===== config.mk =====
export PLATFORM = sky130hd
export DESIGN_NAME = pipe_stage_reg
export DESIGN_NICKNAME = d
export VERILOG_FILES = /design/src/rtl/pipe_stage_reg.sv
export SDC_FILE = /design/constraint.sdc
export NUM_CORES = 1
export LEC_CHECK = 0
export BUFFER_PORTS_ARGS = -buffer_cell sky130_fd_sc_hd__buf_2
export CAP_MARGIN = 5
export CORE_ASPECT_RATIO = 0.8
export CORE_MARGIN = 2
export CORE_UTILIZATION = 45
export CTS_BUF_LIST = sky130_fd_sc_hd__clkbuf_16
export CTS_CLUSTER_SIZE = 14
export DETAILED_ROUTE_END_ITERATION = 10
export PLACE_DENSITY = 0.69
export SLEW_MARGIN = 20
export SYNTH_ARGS = -nofsm -noshare
export SYNTH_HDL_FRONTEND = slang
export SYNTH_SLANG_ARGS = --single-unit

===== constraint.sdc =====
create_clock -name clk -period 18.67 [get_ports clk]
set_input_delay 1.867 -clock clk [delete_from_list [all_inputs] [get_ports clk]]
set_output_delay 1.867 -clock clk [all_outputs]
set_load 0.02 [all_outputs]

===== src/rtl/pipe_stage_reg.sv =====
// -----------------------------------------------------------------------------
// pipe_stage_reg
//   Generic inter-stage pipeline register for the MIPS pipeline. It carries an
//   opaque data payload and a control payload across a valid/ready handshake.
//   A one-entry skid buffer means that in_ready is a flop, so a downstream stall
//   never creates a combinational path back upstream. A flush kills the stage
//   contents and anything offered in the same cycle. A saturating counter
//   records the cycles in which the stage was stalled.
//
// Parameters
//   DATA_W  width of the data payload
//   CTRL_W  width of the control payload (all-zero means no side effects)
//   CNT_W   width of the stall counter
//
// Ports
//   clk        rising-edge clock
//   rst        asynchronous active-high reset
//   in_valid   upstream offers a transfer
//   in_ready   stage can accept (registered, equals skid empty)
//   in_data    upstream data payload
//   in_ctrl    upstream control payload
//   flush      kill stage contents and any transfer offered this cycle
//   out_valid  stage presents a transfer downstream (registered)
//   out_ready  downstream accepts
//   out_data   main-entry data
//   out_ctrl   main-entry control, zero whenever out_valid is low
//   stall_cnt  saturating count of cycles with out_valid=1 and out_ready=0
// -----------------------------------------------------------------------------
module pipe_stage_reg #(
    parameter int DATA_W = 104,
    parameter int CTRL_W = 12,
    parameter int CNT_W  = 16
) (
    input  logic              clk,
    input  logic              rst,
    input  logic              in_valid,
    output logic              in_ready,
    input  logic [DATA_W-1:0] in_data,
    input  logic [CTRL_W-1:0] in_ctrl,
    input  logic              flush,
    output logic              out_valid,
    input  logic              out_ready,
    output logic [DATA_W-1:0] out_data,
    output logic [CTRL_W-1:0] out_ctrl,
    output logic [CNT_W-1:0]  stall_cnt
);

    localparam logic [CNT_W-1:0] CNT_MAX = {CNT_W{1'b1}};
    localparam logic [CNT_W-1:0] CNT_ONE = {{(CNT_W-1){1'b0}}, 1'b1};

    // Main entry (drives the outputs) and skid entry (internal overflow slot)
    logic              m_v_r;
    logic [DATA_W-1:0] m_data_r;
    logic [CTRL_W-1:0] m_ctrl_r;
    logic              s_v_r;
    logic [DATA_W-1:0] s_data_r;
    logic [CTRL_W-1:0] s_ctrl_r;
    logic [CNT_W-1:0]  stall_cnt_r;

    // Next-state values
    logic              m_v_s;
    logic [DATA_W-1:0] m_data_s;
    logic [CTRL_W-1:0] m_ctrl_s;
    logic              s_v_s;
    logic [DATA_W-1:0] s_data_s;
    logic [CTRL_W-1:0] s_ctrl_s;
    logic [CNT_W-1:0]  stall_cnt_s;

    logic accept_s;
    logic send_s;
    logic stall_s;

    // Handshake terms; in_ready is the inverse of the skid flop, so accept
    // depends only on registered state and in_valid.
    assign accept_s = in_valid & ~s_v_r;
    assign send_s   = m_v_r & out_ready;
    assign stall_s  = m_v_r & ~out_ready;

    // Next-state for the main and skid entries
    always_comb begin
        m_v_s    = m_v_r;
        m_data_s = m_data_r;
        m_ctrl_s = m_ctrl_r;
        s_v_s    = s_v_r;
        s_data_s = s_data_r;
        s_ctrl_s = s_ctrl_r;

        if (flush) begin
            // Kill both entries; control is cleared so a bubble is side-effect
            // free. Data registers are left as they are.
            m_v_s    = 1'b0;
            m_ctrl_s = {CTRL_W{1'b0}};
            s_v_s    = 1'b0;
            s_ctrl_s = {CTRL_W{1'b0}};
        end else if (!m_v_r || send_s) begin
            // Main slot frees up this cycle
            if (s_v_r) begin
                // Skid is older than anything upstream; in_ready is low so
                // no accept can coincide with this promotion.
                m_v_s    = 1'b1;
                m_data_s = s_data_r;
                m_ctrl_s = s_ctrl_r;
                s_v_s    = 1'b0;
                s_ctrl_s = {CTRL_W{1'b0}};
            end else if (accept_s) begin
                m_v_s    = 1'b1;
                m_data_s = in_data;
                m_ctrl_s = in_ctrl;
            end else begin
                // Bubble: control forced to zero so downstream may gate side
                // effects on out_ctrl alone.
                m_v_s    = 1'b0;
                m_ctrl_s = {CTRL_W{1'b0}};
            end
        end else begin
            // Main full and stalled: an accept can only go into the skid
            if (accept_s) begin
                s_v_s    = 1'b1;
                s_data_s = in_data;
                s_ctrl_s = in_ctrl;
            end else begin
                s_v_s    = s_v_r;
            end
        end
    end

    // Next-state for the saturating stall counter (flush does not clear it)
    always_comb begin
        stall_cnt_s = stall_cnt_r;
        if (stall_s && (stall_cnt_r != CNT_MAX)) begin
            stall_cnt_s = stall_cnt_r + CNT_ONE;
        end else begin
            stall_cnt_s = stall_cnt_r;
        end
    end

    // State registers with asynchronous reset
    always_ff @(posedge clk or posedge rst) begin
        if (rst) begin
            m_v_r       <= 1'b0;
            m_data_r    <= {DATA_W{1'b0}};
            m_ctrl_r    <= {CTRL_W{1'b0}};
            s_v_r       <= 1'b0;
            s_data_r    <= {DATA_W{1'b0}};
            s_ctrl_r    <= {CTRL_W{1'b0}};
            stall_cnt_r <= {CNT_W{1'b0}};
        end else begin
            m_v_r       <= m_v_s;
            m_data_r    <= m_data_s;
            m_ctrl_r    <= m_ctrl_s;
            s_v_r       <= s_v_s;
            s_data_r    <= s_data_s;
            s_ctrl_r    <= s_ctrl_s;
            stall_cnt_r <= stall_cnt_s;
        end
    end

    // Every output comes straight from a flop
    assign out_valid = m_v_r;
    assign out_data  = m_data_r;
    assign out_ctrl  = m_ctrl_r;
    assign in_ready  = ~s_v_r;
    assign stall_cnt = stall_cnt_r;

endmodule

; ---- After elaboration in Yosys (flattened, before gate mapping)
; Index checks and enable logic that the tools add are counted.
[totals]
output_inout_bits = 134
memories = 0
ramBits = 0
wordCells = 43
romBits = 0
latchBits = 0
regBits = 250
[classes]
muxes = 17
n_mul = 0
eq_ne = 2
add_sub_neg = 1
n_bitwise = 7
order_cmp = 0
n_shift = 0
n_reduce_logical = 9
n_div = 0
[ops]
columns = cell, n
row1 = $mux 104, 2
row2 = $mux 12, 8
row3 = $add 16x1->16 const B, 1
row4 = $ne 16x16->1 const B, 1
row5 = $mux 1, 7
row6 = $reduce_and 3->1, 2
row7 = $not 1->1, 4
row8 = $reduce_bool 2->1, 2
row9 = $and 1x1->1, 3
row10 = $ne 3x3->1 const B, 1
row11 = $reduce_bool 3->1, 1
row12 = $reduce_and 2->1, 1
row13 = $logic_and 1x1->1, 1
row14 = $logic_not 1->1, 1
row15 = $logic_or 1x1->1, 1

; ---- Longest topological paths before layout
; Gate-level depths: netlist of run 1.
[depth]
word_depth = 6
depth_mapped = 8

; ---- Worst setup path before layout of run 1
; OpenSTA, ideal clock, no wires.
[synth_timing]
path_type = in2reg
from = input port flush
to = register s_data_r[0]
t_arrival_ns = 2.937
slack_ns = 15.608
cell_stages = 6
setup_time_ns = 0.125
path_cell_list = buf_2 -> nor2_1 -> nand2_1 -> buf_2 -> buf_2 -> mux2_2
[synth_between]
elab_chain_cells = 2
[synth_rtl]
columns = element, line_no
row1 = start: declaration, 40  ; input logic flush,
row2 = $not 1->1 (no source line), --
row3 = $reduce_and 3->1 (no source line), --
row4 = end signal: assignment, 144  ; s_data_r <= {DATA_W{1'b0}};
row5 = end signal: assignment, 152  ; s_data_r <= s_data_s;
row6 = end: declaration, 56  ; logic [DATA_W-1:0] s_data_r;
; Every way passes these cells.
; A chain may end at the register's enable or synchronous reset.

; ---- Final worst setup path of run 1
[layout_timing]
from = register s_v_r
to = output port in_ready
[layout_between]
elab_chain_cells = 1
[layout_rtl]
columns = element, line_no
row1 = start: declaration, 55  ; logic s_v_r;
row2 = start signal: assignment, 151  ; s_v_r <= s_v_s;
row3 = $not 1->1, 162  ; assign in_ready = ~s_v_r;
row4 = end: declaration, 37  ; output logic in_ready,
; Every way passes these cells.

==> results of run 1 <==
==> placed cells by master, fill, tap and decap left out, types with 2 or more instances in the layout <==
cell type	netlist	routed
a21oi_1	110	110
a221oi_1	12	12
a31oi_1	2	2
and3_1	2	2
buf_2	33	254
buf_4	2	9
clkbuf_16	0	27
clkinv_1	0	5
clkinv_2	0	4
dfrtp_1	250	249
diode_2	0	5
inv_1	4	12
inv_8	0	2
mux2_2	106	106
mux2i_1	104	104
nand2_1	28	27
nand3_1	17	17
nand4_1	6	6
nor2_1	126	126
nor2b_1	2	2
nor3_1	20	19
nor4_1	2	2
xnor2_1	2	2
xor2_1	8	8
==> cells by family (layout without fill, tap and decap cells) <==
family / after synthesis / after routing
buf+inv: 61 / 315
other cells: 0 / 5
xor+xnor: 10 / 10
flops: 250 / 250
mux: 210 / 210
fa+ha+maj: 1 / 1
simple gates: 211 / 211
compound gates: 127 / 127
==> worst min-delay path: stages (launching register included) <==
cell     delay (ps)
dfrtp_1         340
nand2_1          50
nand2_1          50
==> per-layer routing <==
layer	wire length (um)	track usage [%]
met2	10200	28.9
met4	521	4.65
met3	2150	6.66
met5	13	0
met1	10600	26.0
==> power breakdown <==
part / leakage, nW / total [mW] / internal [mW] / switching [mW]
combinational: 2.43 / 0.272 / 0.117 / 0.156
sequential: 2.98 / 0.700 / 0.644 / 0.0560
clock: 0.425 / 0.482 / 0.275 / 0.207
total: 5.84 / 1.45 / 1.04 / 0.418
==> state kept, by name (all words and copies together), names as in the netlist <==
register,count
out_data,104
s_ctrl_r,12
stall_cnt,16
s_data_r,104
out_valid,1
out_ctrl,12
s_v_r,1
==> final cells by class <==
type                            count  share of cell area [%]
Clock inverter                     21                   0.950
Multi-Input combinational cell    559                    31.0
Antenna cell                        5                  0.0979
Clock buffer                       27                    5.29
Sequential cell                   250                    49.0
Tap cell                          306                    3.00
Inverter                            4                   0.176
Timing Repair Buffer              263                    10.5
==> stage by stage <==
step | instances | worst slack, ps | total power, mW | cell area, um^2
after detailed placement | 1382 | 13960 | 0.983 | 12000
after CTS | 1430 | 14410 | 1.47 | 12800
after global placement | 1382 | 14000 | 0.972 | 12000
after global routing | 1431 | 14280 | 1.53 | 12800
after floorplan | 870 | 9930 | 0.884 | 10500
final | 1435 | 14450 | 1.45 | 12800
==> worst paths after layout <==
| path | cells after the start | slack, ps | to | startpoint |
|---|---|---|---|---|
| setup / recovery | 3 | 14450 | in_ready | s_v_r |
| hold / removal | 2 | 470 | s_ctrl_r[1] | s_ctrl_r[1] |
| setup reg to reg | 4 | 15470 | s_data_r[68] | s_v_r |
| hold reg to reg | 2 | 470 | s_ctrl_r[1] | s_ctrl_r[1] |
| max in group asynchronous | 3 | 15720 | s_v_r | rst |
| min in group asynchronous | 2 | 1520 | out_data[23] | rst |
==> reports/qor.txt, run 1 <==
Status = finished clean
Share of layout cells above drive strength 1 = 36.6%
Gr ovfl total = 0
Die width = 175 um
Leading area contributor after synthesis = dfrtp_1
Via count = 7386
Post-synth top area share = 59.6%
Die Y = 141 um
Vias in the first global route = 7398
WHS = 467 ps
Simple-gate portion of the synthesized area = 8.79%
CTS buffer count = 27
Sequence of cells on the critical path = buf_4 > inv_1 > buf_2
Initial antenna violation count = 6
Crit path max-delay family = buffers and inverters
Leak = 5.84 nW
Post-synth EDFFs = 0
Clk slew on worst S/H paths = 60 ps
Site Rows = 49
Max frequency = 0.237 GHz
Kind of start point of the critical path = register
Root Buffer = clkbuf_16
Measured slew at the worst slew-check pin = 1020 ps
WP data arrival = 2360 ps
Flops & latches, synth = 250
Die ar. = 0.0246 mm^2
Main combinational cell family by area after synthesis = multiplexers
Port Buf Inserts = 254
Filler cells = 1980
Resized Gates After CTS = 0
Syn-to-layout area delta = 21.8%
Ys Warns = 0
Max-Cap Viols = 0
VDD IR-drop max = 75.9 uV
Syn Nets = 992
Average wire per standard cell = 16.4 um
Crit path required time = 16800 ps
Initial Util = 46.2%
Xor/xnor share of the synthesized area = 0.835%
Commonest cells post-synth = 250 x dfrtp_1, 126 x nor2_1, 110 x a21oi_1
Largest net degree at the start of global routing = 114
Core footprint = 0.0227 mm^2
Post-CTS Setup Bufs = 0
Post-synthesis compound-gate area fraction = 6.61%
Slew Viols, Final = 0
Proportion of synthesized chip area in sequential cells = 59.6%
Area contributors post-synth = dfrtp_1 60%, mux2_2 11%, mux2i_1 9.9%
Final WL = 23.6 mm
Storage cell area = 0.00626 mm^2
Slowest Stage Delay on Critical Path = 740 ps
Adder-cell share of the synthesized area = 0.119%
GRT Resource Usage Total = 18.9%
Layout Nets = 1227
Rel. slew slack = 31.6%
Fraction of registers with async set/reset = 100%
RSZ-0062 raised after global routing = false
Clock sink count = 250
Final antenna-violating net count = 0
HPWL Detailed = 15.4 mm
DR vias/cell = 5.15
Drt first pass iters = 4
Slowest stage cell, crit path = buf_4
Multi-input logic area = 0.00396 mm^2
WS Path Type = register to output pin
Multiplexer share of the synthesized area = 21.3%
Hold Vio Cnt, Final = 0
Final setup viols = 0
Worst skew pair latency = 510 ps
Top_reg_cell synth = dfrtp_1
Hold Crit Class = register to register
Hold Buf Count CTS = 0
I/O pin total = 255
Post-Syn Instances = 870
Drt drc = 0
Post-synth cell types = 34
Worst Setup End Kind = output pin
TNS Setup = 0 ps
Final period utilization = 22.6%
Period minus WS final = 4220 ps
CP bufs+invs = 3
Routability congestion estimate = 0.796
Pwr/cell area = 114 mW/mm^2
Starting DRT DRC Count = 387
First-pass GRT wire length = 38.0 mm
Avg Cell Area, Syn = 12.1 um^2
Setup Skew = 8.27 ps
Deepest clock path buffer count = 3
CTS tree = done
H-Tree Depth = 1
Worst-path fanout max = 49
Final core occ = 56.3%
Most frequent cell after synthesis = dfrtp_1
Synth Cell Area = 0.0105 mm^2
No activity file was read; power rests on OpenSTA's default activity.
==> run 2, diff against run 1 <==
==> constraint.sdc (replaced) <==
create_clock -name clk -period 3.9 [get_ports clk]
set_input_delay 0.39 -clock clk [delete_from_list [all_inputs] [get_ports clk]]
set_output_delay 0.39 -clock clk [all_outputs]
set_load 0.02 [all_outputs]
==> reports/qor.txt, run 2 (synthesis gave the netlist of run 1 again) <==
Clock sink count = 250 (unchanged)
Starting DRT DRC Count = 538 (+39%)
GRT Resource Usage Total = 19.3% (+0.39 points)
VDD IR-drop max = 336 uV (+340%)
CP Launch Point = s_v_r
Status = finished clean
Pwr Total = 7.10 mW (+390%)
Final antenna-violating net count = 0 (unchanged)
Final setup viols = 0 (unchanged)
Period minus WS final = 2510 ps
Hold Vio Cnt, Final = 0 (unchanged)
R2R depth = 5 (+1)
Measured slew at the worst slew-check pin = 1040 ps (+14.2 ps)
Resized Gates After CTS = 0 (unchanged)
Sequence of cells on the critical path = buf_4 > inv_1 > o211ai_1 > nand3_1 > nand2_1
Site Rows = 49 (unchanged)
Reg-to-Reg End = s_ctrl_r[11]
Worst Setup End Kind = register
Final period utilization = 64.3%
Clk slew on worst S/H paths = 60 ps (about the same)
Core footprint = 0.0227 mm^2 (unchanged)
Rel. slew slack = 30.8% (-0.81 points)
Post-CTS Setup Bufs = 0 (unchanged)
Routability congestion estimate = 0.794 (-0.15%)
H-Tree Depth = 1 (unchanged)
Die width = 175 um (unchanged)
Reg-to-Reg Start = s_v_r
Leak = 5.87 nW (+0.57%)
R2r setup slk = 1390 ps (-14080 ps)
Crit path to = s_ctrl_r[11]
Average wire per standard cell = 16.6 um (+0.90%)
Crit path required time = 4350 ps (-12450 ps)
Die Y = 141 um (unchanged)
Initial Util = 46.2% (unchanged)
Share of layout cells above drive strength 1 = 36.8% (+0.22 points)
Most common cell after layout, fill and taps aside = buf_2
Gr ovfl total = 0 (unchanged)
I/O pin total = 255 (unchanged)
Sequential Power Share = 47.3% (-0.9 points)
Initial antenna violation count = 5 (-1)
Max frequency = 0.399 GHz
Slew Viols, Final = 0 (unchanged)
Drt first pass iters = 4 (unchanged)
Largest net degree at the start of global routing = 115 (+0.88%)
RSZ-0062 raised after global routing = false
Die ar. = 0.0246 mm^2 (unchanged)
Slowest Stage Delay on Critical Path = 780 ps (+40 ps)
HPWL Detailed = 15.7 mm (+2.0%)
Net Sw Frac = 28.2% (-0.54 points)
Hold Crit Class = input pin to async pin
Pwr/cell area = 550 mW/mm^2 (+380%)
Worst skew pair latency = 520 ps (about the same)
Final WL = 23.8 mm (+1.1%)
Power Internal = 5.09 mW (+390%)
Most frequent cells in the layout = 254 x buf_2, 249 x dfrtp_1, 126 x nor2_1
Worst-path fanout max = 61 (+24%)
Filler cells = 1930 (-2.5%)
Setup Skew = 7.96 ps (-0.305 ps)
TNS Setup = 0 ps (unchanged)
Hold Buf Count CTS = 0 (unchanged)
Port Buf Inserts = 254 (unchanged)
DR vias/cell = 5.21 (+1.2%)
Layout Nets = 1230 (+0.24%)
Deepest clock path buffer count = 3 (unchanged)
Slowest stage cell, crit path = o211ai_1
Syn-to-layout area delta = 23.0%
Switching power of the nets = 2.01 mW (+380%)
Max-Cap Viols = 0 (unchanged)
Combinational fraction of design power = 18.5% (-0.2 points)
CTS tree = done
Power share of the clock group = 34.2% (+1.1 points)
Drt drc = 0 (unchanged)
Vias in the first global route = 7372 (-0.35%)
WP data arrival = 2950 ps (+590 ps)
CTS buffer count = 26 (-3.7%)
Kind of start point of the critical path = register
Root Buffer = clkbuf_16
WS Path Type = register to register
First-pass GRT wire length = 39.0 mm (+2.5%)
Via count = 7490 (+1.4%)
==> run 2: cell count changes in the layout (fill, tap and decap cells not counted), sizes merged <==
cell | before | now
inv | 14 | 6
clkinv | 9 | 15
buf | 263 | 267
bufinv | 1 | 3
diode | 5 | 4
==> run 2: through the flow <==
step                      worst slack [ps]  utilization, %  hold WS, ps  std cells  area [um^2]
after floorplan                        222               -          439        870        10500
after global placement                1400            53.1          454       1386        12100
after detailed placement              1390            53.1          456       1386        12100
after CTS                             1320            56.8         72.4       1434        12900
after global routing                  1210            56.8         95.4       1434        12900
final                                 1390            56.9         60.2       1438        12900
==> run 2: cell type report <==
type,count,area (um^2),share of cell area [%]
diodes,4,10.0,0.0776
clock buffers,27,676,5.24
clock inverters,21,163,1.26
inverters,4,18.8,0.145
multi-input cells,559,3960,30.7
flip-flops and latches,250,6260,48.5
well taps,306,383,2.97
repair buffers,267,1430,11.1
==> run 2: worst min path at each step <==
stage	startpoint	end	slack, ps	cells after the start
after floorplan	s_ctrl_r[10]	s_ctrl_r[10]	440	2
after global placement	s_ctrl_r[10]	s_ctrl_r[10]	450	2
after detailed placement	s_ctrl_r[4]	s_ctrl_r[4]	460	2
after CTS	rst	out_data[40]	70	2
after global routing	in_data[85]	s_data_r[85]	100	2
final	rst	out_data[40]	60	2
==> run 2: critical path, delay by kind of cell (launching register included) <==
family	cells	cell delay [ps]
flip-flops	1	430
AND/OR/NAND/NOR	2	280
buffers and inverters	2	940
AO/OA/AOI/OAI	1	780
==> run 2: power by group through the flow <==
stage / Combinational, mW / Clock, mW / Sequential [mW]
floorplan: 0.623 / 0 / 3.61
global placement: 1.29 / 0 / 3.37
detailed placement: 1.32 / 0 / 3.39
CTS: 1.33 / 2.49 / 3.36
global route: 1.45 / 2.59 / 3.42
finish: 1.31 / 2.43 / 3.36
==> run 2: metal layers <==
layer	global-route usage [%]	wire (um)	up-vias
li1	-	-	3532
met1	27.4	11000	3669
met2	28.9	10200	247
met3	6.34	2090	38
met4	4.65	504	4
met5	0	24	-
==> run 3, diff against run 2 <==
--- a/config.mk
+++ b/config.mk
@@ -13,7 +13,7 @@
 export CTS_BUF_LIST = sky130_fd_sc_hd__clkbuf_16
 export CTS_CLUSTER_SIZE = 14
 export DETAILED_ROUTE_END_ITERATION = 10
-export PLACE_DENSITY = 0.69
+export PLACE_DENSITY = 0.72
 export SLEW_MARGIN = 20
 export SYNTH_ARGS = -nofsm -noshare
 export SYNTH_HDL_FRONTEND = slang
==> constraint.sdc (replaced) <==
create_clock -name clk -period 2.3 [get_ports clk]
set_input_delay 0.23 -clock clk [delete_from_list [all_inputs] [get_ports clk]]
set_output_delay 0.23 -clock clk [all_outputs]
set_load 0.02 [all_outputs]
==> reports/qor.txt, run 3 (synthesis gave the netlist of run 1 again) <==
Syn-to-layout area delta = 34.9%
Sequential Power Share = 47.5% (+0.2 points)
Power Internal = 8.51 mW (+67%)
Period minus WS final = 1900 ps (-603 ps)
Deepest clock path buffer count = 3 (unchanged)
CTS buffer count = 26 (unchanged)
Starting DRT DRC Count = 503 (-6.5%)
Initial antenna violation count = 1 (-4)
HPWL Detailed = 15.9 mm (+1.2%)
Filler cells = 1770 (-8.3%)
Die Y = 141 um (unchanged)
Pwr/cell area = 848 mW/mm^2 (+54%)
RSZ-0062 raised after global routing = false
Clock sink count = 250 (unchanged)
Worst-path fanout max = 17 (-72%)
Most frequent cells in the layout = 254 x buf_2, 249 x dfrtp_1, 126 x nor2_1
Final Instance Area = 0.0142 mm^2 (+9.7%)
TNS Setup = 0 ps (unchanged)
Share of layout cells above drive strength 1 = 34.1% (-2.7 points)
Port Buf Inserts = 254 (unchanged)
Slew Viols, Final = 0 (unchanged)
Max frequency = 0.525 GHz (+32%)
Post-CTS Setup Bufs = 0 (unchanged)
Average wire per standard cell = 16.2 um (-2.2%)
CTS tree = done
I/O pin total = 255 (unchanged)
Worst Setup End Kind = register
Root Buffer = clkbuf_16
H-Tree Depth = 1 (unchanged)
Vias in the first global route = 8189 (+11%)
Final setup viols = 0 (unchanged)
Hold Crit Class = input pin to register
Most common cell after layout, fill and taps aside = buf_2
Multi-input logic area = 0.00396 mm^2 (unchanged)
Core footprint = 0.0227 mm^2 (unchanged)
WS Path Type = register to register
DR vias/cell = 5.13 (-1.6%)
Slowest stage cell, crit path = dfrtp_4
GRT Resource Usage Total = 20.4% (+1.1 points)
Initial Util = 46.2% (unchanged)
Clk slew on worst S/H paths = 60 ps (about the same)
Drt drc = 0 (unchanged)
Sequence of cells on the critical path = or4bb_1 > o211ai_1 > nand3_1 > nand2_1
WP data arrival = 2360 ps (-590 ps)
Fin cells = 1562 (+8.6%)
Via count = 8009 (+6.9%)
Site Rows = 49 (unchanged)
Final antenna-violating net count = 0 (unchanged)
Storage cell area = 0.00626 mm^2 (unchanged)
Kind of start point of the critical path = register
Drt first pass iters = 5 (+1)
Final period utilization = 82.7% (+18 points)
Setup Skew = 9.49 ps (+1.53 ps)
VDD IR-drop max = 858 uV (+160%)
Rel. slew slack = 36.6% (+5.8 points)
Leak = 6.43 nW (+9.4%)
Die ar. = 0.0246 mm^2 (unchanged)
Slowest Stage Delay on Critical Path = 570 ps (-210 ps)
CP bufs+invs = 0 (-2)
Crit path max-delay family = simple AND/OR/NAND/NOR gates
Net Sw Frac = 29.1% (+0.85 points)
Crit path required time = 2760 ps (-1590 ps)
Gr ovfl total = 0 (unchanged)
# placed instances = 1398 (+0.87%)
Area post-placement = 0.0122 mm^2 (+1.2%)
Worst skew pair latency = 520 ps (about the same)
Power share of the clock group = 32.3% (-1.9 points)
Switching power of the nets = 3.49 mW (+74%)
Layout Nets = 1359 (+10%)
First-pass GRT wire length = 41.4 mm (+6.2%)
Hold Vio Cnt, Final = 0 (unchanged)
Routability congestion estimate = 0.824 (+3.8%)
Final WL = 25.3 mm (+6.2%)
Combinational fraction of design power = 20.2% (+1.7 points)
Measured slew at the worst slew-check pin = 951 ps (-86.8 ps)
Max-Cap Viols = 0 (unchanged)
Die width = 175 um (unchanged)
Status = finished clean
Largest net degree at the start of global routing = 105 (-8.7%)
run 3: power groups by stage:
stage	Clock, mW	Sequential (mW)	Combinational [mW]
global route	4.17	5.79	2.65
detailed placement	0	5.76	2.27
finish	3.87	5.70	2.43
global placement	0	5.72	2.20
floorplan	0	6.12	1.06
CTS	3.98	5.69	2.43
run 3: repair_timing:
action / 4_1_cts / 5_1_grt
hold buffers: 117 / 0
gates resized for setup: 0 / 0
hold endpoints to repair: 140 / 0
run 3: layout make-up:
cell class | instances | area share [%]
timing repair buffer | 396 | 19.4
multi-input combinational | 559 | 28.0
clock buffer | 26 | 4.60
clock inverter | 20 | 0.946
tap | 306 | 2.71
inverter | 4 | 0.133
antenna | 1 | 0.0177
sequential | 250 | 44.2
run 3: path summary, 6_finish.rpt:
kind / startpoint / to / slack [ps] / cells past startpoint
worst min-delay path: in_valid / s_v_r / 70 / 3
min in group asynchronous: rst / out_ctrl[2] / 290 / 3
worst max register to register: s_v_r / s_ctrl_r[11] / 400 / 4
worst max-delay path: s_v_r / s_ctrl_r[11] / 400 / 4
max in group asynchronous: rst / out_data[64] / 1160 / 4
worst min register to register: s_ctrl_r[4] / s_ctrl_r[4] / 470 / 2
run 3: per-layer routing:
layer	global-route usage, %	routed length [um]
met1	27.2	11300
met2	33.6	11700
met3	5.61	1880
met4	4.12	444
met5	0	0
run 3: per-stage QoR:
stage / setup slack (ps) / total power, mW / util [%] / hold WS [ps]
final: 397 / 12.0 / 62.4 / 69.4
after detailed placement: 451 / 8.03 / 53.8 / 275
after CTS: 435 / 12.1 / 62.4 / 38.5
after global routing: 316 / 12.6 / 62.4 / 87.6
after floorplan: -1220 / 7.17 / - / 363
after global placement: 463 / 7.92 / 53.8 / 276
run 3: worst reg2reg max path: cells and delay by family, from the launching register on:
kind | cells | cell delay, ps
compound gates | 1 | 410
simple gates | 3 | 850
flops | 1 | 570
